$ cat config.mk
export PLATFORM = sky130hd
export DESIGN_NAME = dcache_control
export DESIGN_NICKNAME = d
export VERILOG_FILES = /design/src/rtl/dcache_control.sv
export SDC_FILE = /design/constraint.sdc
export NUM_CORES = 1
export LEC_CHECK = 0
export ABC_AREA = 1
export CORE_ASPECT_RATIO = 0.5
export CORE_MARGIN = 2
export CORE_UTILIZATION = 38
export CTS_CLUSTER_DIAMETER = 80
export DETAILED_ROUTE_END_ITERATION = 10
export PLACE_DENSITY = 0.8
export SETUP_SLACK_MARGIN = 0.05
export SYNTH_ARGS = -nofsm -noshare
export SYNTH_HDL_FRONTEND = slang
export SYNTH_SLANG_ARGS = --single-unit
$ cat constraint.sdc
create_clock -name clk -period 1.6 [get_ports clk]
set_input_delay 0.24 -clock clk [delete_from_list [all_inputs] [get_ports clk]]
set_output_delay 0.24 -clock clk [all_outputs]
set_load 0.01 [all_outputs]
$ cat src/rtl/dcache_control.sv
`default_nettype none
// ============================================================================
// Module   : dcache_control
// Brief    : Control FSM for a two-way, write-back, write-allocate data cache.
//            Optional macro DCACHE_PERF_CNT_EN adds saturating hit, miss and
//            writeback counters.
// Revision : 1.0 - initial release
// ============================================================================
module dcache_control #(
    parameter int S_OFFSET = 5,
    parameter int S_INDEX  = 5,
    parameter int S_MASK   = 2**S_OFFSET
) (
    input  logic              clk,
    input  logic              rst,
    input  logic              mem_read,
    input  logic              mem_write,
    input  logic [S_MASK-1:0] mem_byte_enable256,
    output logic              mem_resp,
    input  logic              pmem_resp,
    output logic              pmem_read,
    output logic              pmem_write,
    output logic              mem_read_delayed,
    output logic              mem_write_delayed,
    input  logic [1:0]        hit_datapath,
    input  logic              lru_output,
    input  logic [1:0]        valid_out,
    input  logic [1:0]        dirty_out,
    output logic              mem_enable_sel,
    output logic [S_MASK-1:0] write_enable_0,
    output logic [S_MASK-1:0] write_enable_1,
    output logic [1:0]        wren,
    output logic [1:0]        load_tag,
    output logic [1:0]        load_valid,
    output logic [1:0]        set_valid,
    output logic [1:0]        load_dirty,
    output logic [1:0]        set_dirty,
    output logic              load_lru,
    output logic              set_lru
`ifdef DCACHE_PERF_CNT_EN
    ,
    output logic [31:0]       hit_count,
    output logic [31:0]       miss_count,
    output logic [31:0]       writeback_count
`endif
);

    localparam logic [2:0] C_ST_IDLE      = 3'd0;
    localparam logic [2:0] C_ST_LOOKUP    = 3'd1;
    localparam logic [2:0] C_ST_WRITEBACK = 3'd2;
    localparam logic [2:0] C_ST_FILL      = 3'd3;
    localparam logic [2:0] C_ST_SETTLE    = 3'd4;

    if (S_OFFSET < 1 || S_INDEX < 1 || S_MASK != 2**S_OFFSET) begin : g_param_check
        $error("dcache_control: inconsistent geometry parameters");
    end

    logic [2:0]        r_state;
    logic [2:0]        w_next_state;
    logic              r_is_write;
    logic [S_MASK-1:0] r_ben;
    logic              r_victim;
    logic              r_read_delayed;
    logic              r_write_delayed;
    logic              w_hit;
    logic              w_hit_way;
    logic              w_victim_dirty;
    logic              w_accept;

    // Way 0 takes priority when both ways report a hit.
    assign w_hit          = |hit_datapath;
    assign w_hit_way      = ~hit_datapath[0];
    assign w_victim_dirty = valid_out[lru_output] & dirty_out[lru_output];
    assign w_accept       = (r_state == C_ST_IDLE) && (mem_read || mem_write);

    assign mem_read_delayed  = r_read_delayed;
    assign mem_write_delayed = r_write_delayed;

    always_ff @(posedge clk) begin
        if (rst) begin
            r_state         <= C_ST_IDLE;
            r_is_write      <= 1'b0;
            r_ben           <= '0;
            r_victim        <= 1'b0;
            r_read_delayed  <= 1'b0;
            r_write_delayed <= 1'b0;
        end else begin
            r_state <= w_next_state;
            if (w_accept) begin
                r_is_write      <= mem_write;
                r_ben           <= mem_byte_enable256;
                r_read_delayed  <= mem_read & ~mem_write;
                r_write_delayed <= mem_write;
            end
            if (mem_resp) begin
                r_read_delayed  <= 1'b0;
                r_write_delayed <= 1'b0;
            end
            if (r_state == C_ST_LOOKUP && !w_hit) begin
                r_victim <= lru_output;
            end
        end
    end

    always_comb begin
        w_next_state   = r_state;
        mem_resp       = 1'b0;
        pmem_read      = 1'b0;
        pmem_write     = 1'b0;
        mem_enable_sel = 1'b0;
        write_enable_0 = '0;
        write_enable_1 = '0;
        wren           = 2'b00;
        load_tag       = 2'b00;
        load_valid     = 2'b00;
        set_valid      = 2'b00;
        load_dirty     = 2'b00;
        set_dirty      = 2'b00;
        load_lru       = 1'b0;
        set_lru        = 1'b0;

        case (r_state)
            C_ST_IDLE: begin
                if (mem_read || mem_write) begin
                    w_next_state = C_ST_LOOKUP;
                end
            end
            C_ST_LOOKUP: begin
                if (w_hit) begin
                    mem_resp     = 1'b1;
                    load_lru     = 1'b1;
                    set_lru      = ~w_hit_way;
                    w_next_state = C_ST_IDLE;
                    if (r_is_write) begin
                        wren[w_hit_way]       = 1'b1;
                        load_dirty[w_hit_way] = 1'b1;
                        set_dirty[w_hit_way]  = 1'b1;
                        if (w_hit_way) begin
                            write_enable_1 = r_ben;
                        end else begin
                            write_enable_0 = r_ben;
                        end
                    end
                end else begin
                    w_next_state = w_victim_dirty ? C_ST_WRITEBACK : C_ST_FILL;
                end
            end
            C_ST_WRITEBACK: begin
                pmem_write = 1'b1;
                if (pmem_resp) begin
                    load_dirty[r_victim] = 1'b1;
                    w_next_state         = C_ST_FILL;
                end
            end
            C_ST_FILL: begin
                pmem_read      = 1'b1;
                mem_enable_sel = 1'b1;
                if (pmem_resp) begin
                    wren[r_victim]       = 1'b1;
                    load_tag[r_victim]   = 1'b1;
                    load_valid[r_victim] = 1'b1;
                    set_valid[r_victim]  = 1'b1;
                    load_dirty[r_victim] = 1'b1;
                    if (r_victim) begin
                        write_enable_1 = '1;
                    end else begin
                        write_enable_0 = '1;
                    end
                    w_next_state = C_ST_SETTLE;
                end
            end
            C_ST_SETTLE: begin
                w_next_state = C_ST_LOOKUP;
            end
            default: begin
                w_next_state = C_ST_IDLE;
            end
        endcase
    end

`ifdef DCACHE_PERF_CNT_EN
    logic        r_after_settle;
    logic [31:0] r_hit_count;
    logic [31:0] r_miss_count;
    logic [31:0] r_writeback_count;

    assign hit_count       = r_hit_count;
    assign miss_count      = r_miss_count;
    assign writeback_count = r_writeback_count;

    // The post-fill lookup is the tail of a miss, not a fresh hit.
    always_ff @(posedge clk) begin
        if (rst) begin
            r_after_settle    <= 1'b0;
            r_hit_count       <= '0;
            r_miss_count      <= '0;
            r_writeback_count <= '0;
        end else begin
            r_after_settle <= (r_state == C_ST_SETTLE);
            if (r_state == C_ST_LOOKUP && w_hit && !r_after_settle && r_hit_count != '1) begin
                r_hit_count <= r_hit_count + 32'd1;
            end
            if (r_state == C_ST_LOOKUP && !w_hit && r_miss_count != '1) begin
                r_miss_count <= r_miss_count + 32'd1;
            end
            if (r_state == C_ST_WRITEBACK && pmem_resp && r_writeback_count != '1) begin
                r_writeback_count <= r_writeback_count + 32'd1;
            end
        end
    end
`endif

endmodule
`default_nettype wire

==> reports/metrics.cfg <==
[cells_and_area]
final_common_cell=buf_2
final_area_sq_um=3870
fin_nets=485
final_cell_mix=66 x buf_2, 53 x o21ai_2, 42 x clkdlybuf4s50_1, 38 x inv_1, 37 x a21oi_1
area_delta_synth_final_pct=74.6
drive_gt1_share_pct=48.0
antennaDiodeCount=0

[logic_synthesis]
syn-mean-instance-area_sq_um=7.54
syn_nets=338
synth_area_sq_um=2220
synth_warnings=0
yosysSeqAreaShare_pct=35.2
syn_inst=294
synth_cell_types=22
ys_ff_latch=39

[sta]
fmax_ghz=0.561
clock_skew_ns=0.00547
hold_ws_ns=0.483
worstMarginPinSlew_ns=0.310
hold_viol=0
grt_setup_unrepaired=yes
fin_ws_ns=-0.182
fin_crit_sh_pct=111
min_period_ns=1.78
setup_viol=72
tns_ns=-10.19
slew_headroom_pct=79.1
drv_slew=0

[clock_tree]
cts_tree=yes
cts_hold_buf=0
clock_path_buffers=2
ctsHtreeMaxLevel=2
cts_buffers=5
cts.reportedPaths.clkPinSlew_ns=0.06
insertion_delay_ns=0.29
cts_sinks=39
cts-root-buf=clkbuf_16

[global_routing]
grt_first_pass_wirelength_um=12700
antenna_found_initial=0
first_global_vias=2536
grt_overflow=0
grtUsageTotal_pct=24.5
grt_max_degree=26

[placement]
gp_congestion=0.793
hpwlAfterDp_um=5320
dp_slack_ns=-0.779
port_buffers=127
place_area_sq_um=3650

[worst_hold_path]
min_path_type=flop to flop
hp-start=mem_write_delayed

[drt]
drc=0
wl_met2_um=4620
wl_um=8740
drtPass1Iterations=4
num_vias=2690
routedWlPerCell_um=17.0
final_antenna_net_count=0
route.met3.wl_um=486
wl_met1_um=3360
viasPerCell=5.22
drt_iter0_markers=157
highest_layer=met4

[critical_path]
crit_path_end_kind=output pin
cp.required_ns=1.36
cp-startpoint=r_state[1]
cp-start-kind=flop
critical_path_class=flop to output pin
cp_max_fo=9
regToRegStartpoint=r_state[1]
critPathArrivalTime_ns=1.54

[floorplan]
io-pin-count=128
initial_core_util_pct=39.9
chipHeight_um=58.0
core-area_sq_um=5560
die_w_um=112
rows=19
dieArea_sq_um=6500

[pwr]
power_leakage_nw=1.91
max-vdd-ir-drop_mv=0.560
power_density_nw_per_um2=835

[flow_run]
maxCapViolCount=0

[outcome]
failed_checks=setup timing
status=finished, violations left

[where the power goes]
part / switching (mW) / total [mW] / internal (mW)
clock: 0.408 / 1.30 / 0.895
sequential: 0.0444 / 1.13 / 1.09
combinational: 0.454 / 0.798 / 0.344
total: 0.907 / 3.23 / 2.33
[kinds of logic (layout without fill, tap and decap cells)]
family,Yosys count,in the layout,synth area share [%]
buffers and inverters,74,222,16.3
DFF,39,39,35.2
and+or+nand+nor,45,45,11.7
AOI/OAI and AO/OA,136,136,36.8
[Yosys cell counts]
library cell | n | area share [%]
a21oi_1 | 37 | 8.4
buf_2 | 10 | 2.3
buf_4 | 8 | 2.7
buf_6 | 5 | 2.5
clkbuf_1 | 4 | 0.68
dfxtp_1 | 39 | 35
inv_1 | 43 | 7.3
inv_2 | 3 | 0.51
inv_4 | 1 | 0.28
nand2_1 | 21 | 3.6
nand2_2 | 2 | 0.56
nand3_1 | 3 | 0.68
nand3_2 | 1 | 0.45
nand3_4 | 2 | 1.6
nand3b_4 | 1 | 0.90
nor2_1 | 8 | 1.4
nor2_2 | 3 | 0.85
nor2_4 | 3 | 1.5
nor4_1 | 1 | 0.28
o21ai_0 | 42 | 9.5
o21ai_1 | 21 | 4.7
o21ai_2 | 36 | 14
[cell type report]
class,instances,area (sq um)
clock inverter,2,60.1
inverter,47,205
sequential,39,787
clock buffer,6,129
timing repair buffer,165,1370
fill,417,1690
multi-input combinational,181,1190
tap,73,91.3
timing repair inverter,2,32.5
[flip-flops by register name, indices dropped and copies added, names as in the netlist]
signal,cells
mem_write_delayed,1
r_ben,32
r_victim,1
mem_read_delayed,1
r_state,3
r_is_write,1
[timing repair]
action	in CTS	in global routing
gates resized for setup	394	25
setup buffers	7	7
gates cloned	3	1
setup endpoints to repair	82	86
pin swaps	4	5
[worst paths after layout]
kind	to	slack, ns	cells after the start
hold reg to reg	mem_write_delayed	0.48	2
setup reg to reg	r_ben[15]	0.13	7
hold / removal	mem_write_delayed	0.48	2
setup / recovery	write_enable_1[1]	-0.18	8
[layer usage]
| metal | vias to the layer above | GRT usage [%] |
|---|---|---|
| met5 | - | 0 |
| met3 | 30 | 5.65 |
| met4 | 0 | 7.84 |
| met2 | 110 | 45.4 |
| li1 | 1267 | - |
| met1 | 1283 | 28.9 |
[worst max-delay path, cell delays in order (launching register included)]
cell and delay, ns:
dfxtp_2 0.35, inv_4 0.05, nor2_4 0.12, nand3_2 0.12, nor2_4 0.17, inv_4 0.08, clkbuf_16 0.17, o21ai_2 0.06
buf_2 0.15
[per-stage QoR]
stage | power [mW] | std cells | utilization [%]
finish | 3.23 | 515 | 69.6
floorplan | 1.53 | 294 | -
global placement | 1.85 | 491 | 65.7
CTS | 3.18 | 508 | 67.5
detailed placement | 1.88 | 491 | 65.7
global route | 3.36 | 515 | 69.6
No activity file was read; power rests on OpenSTA's default activity.
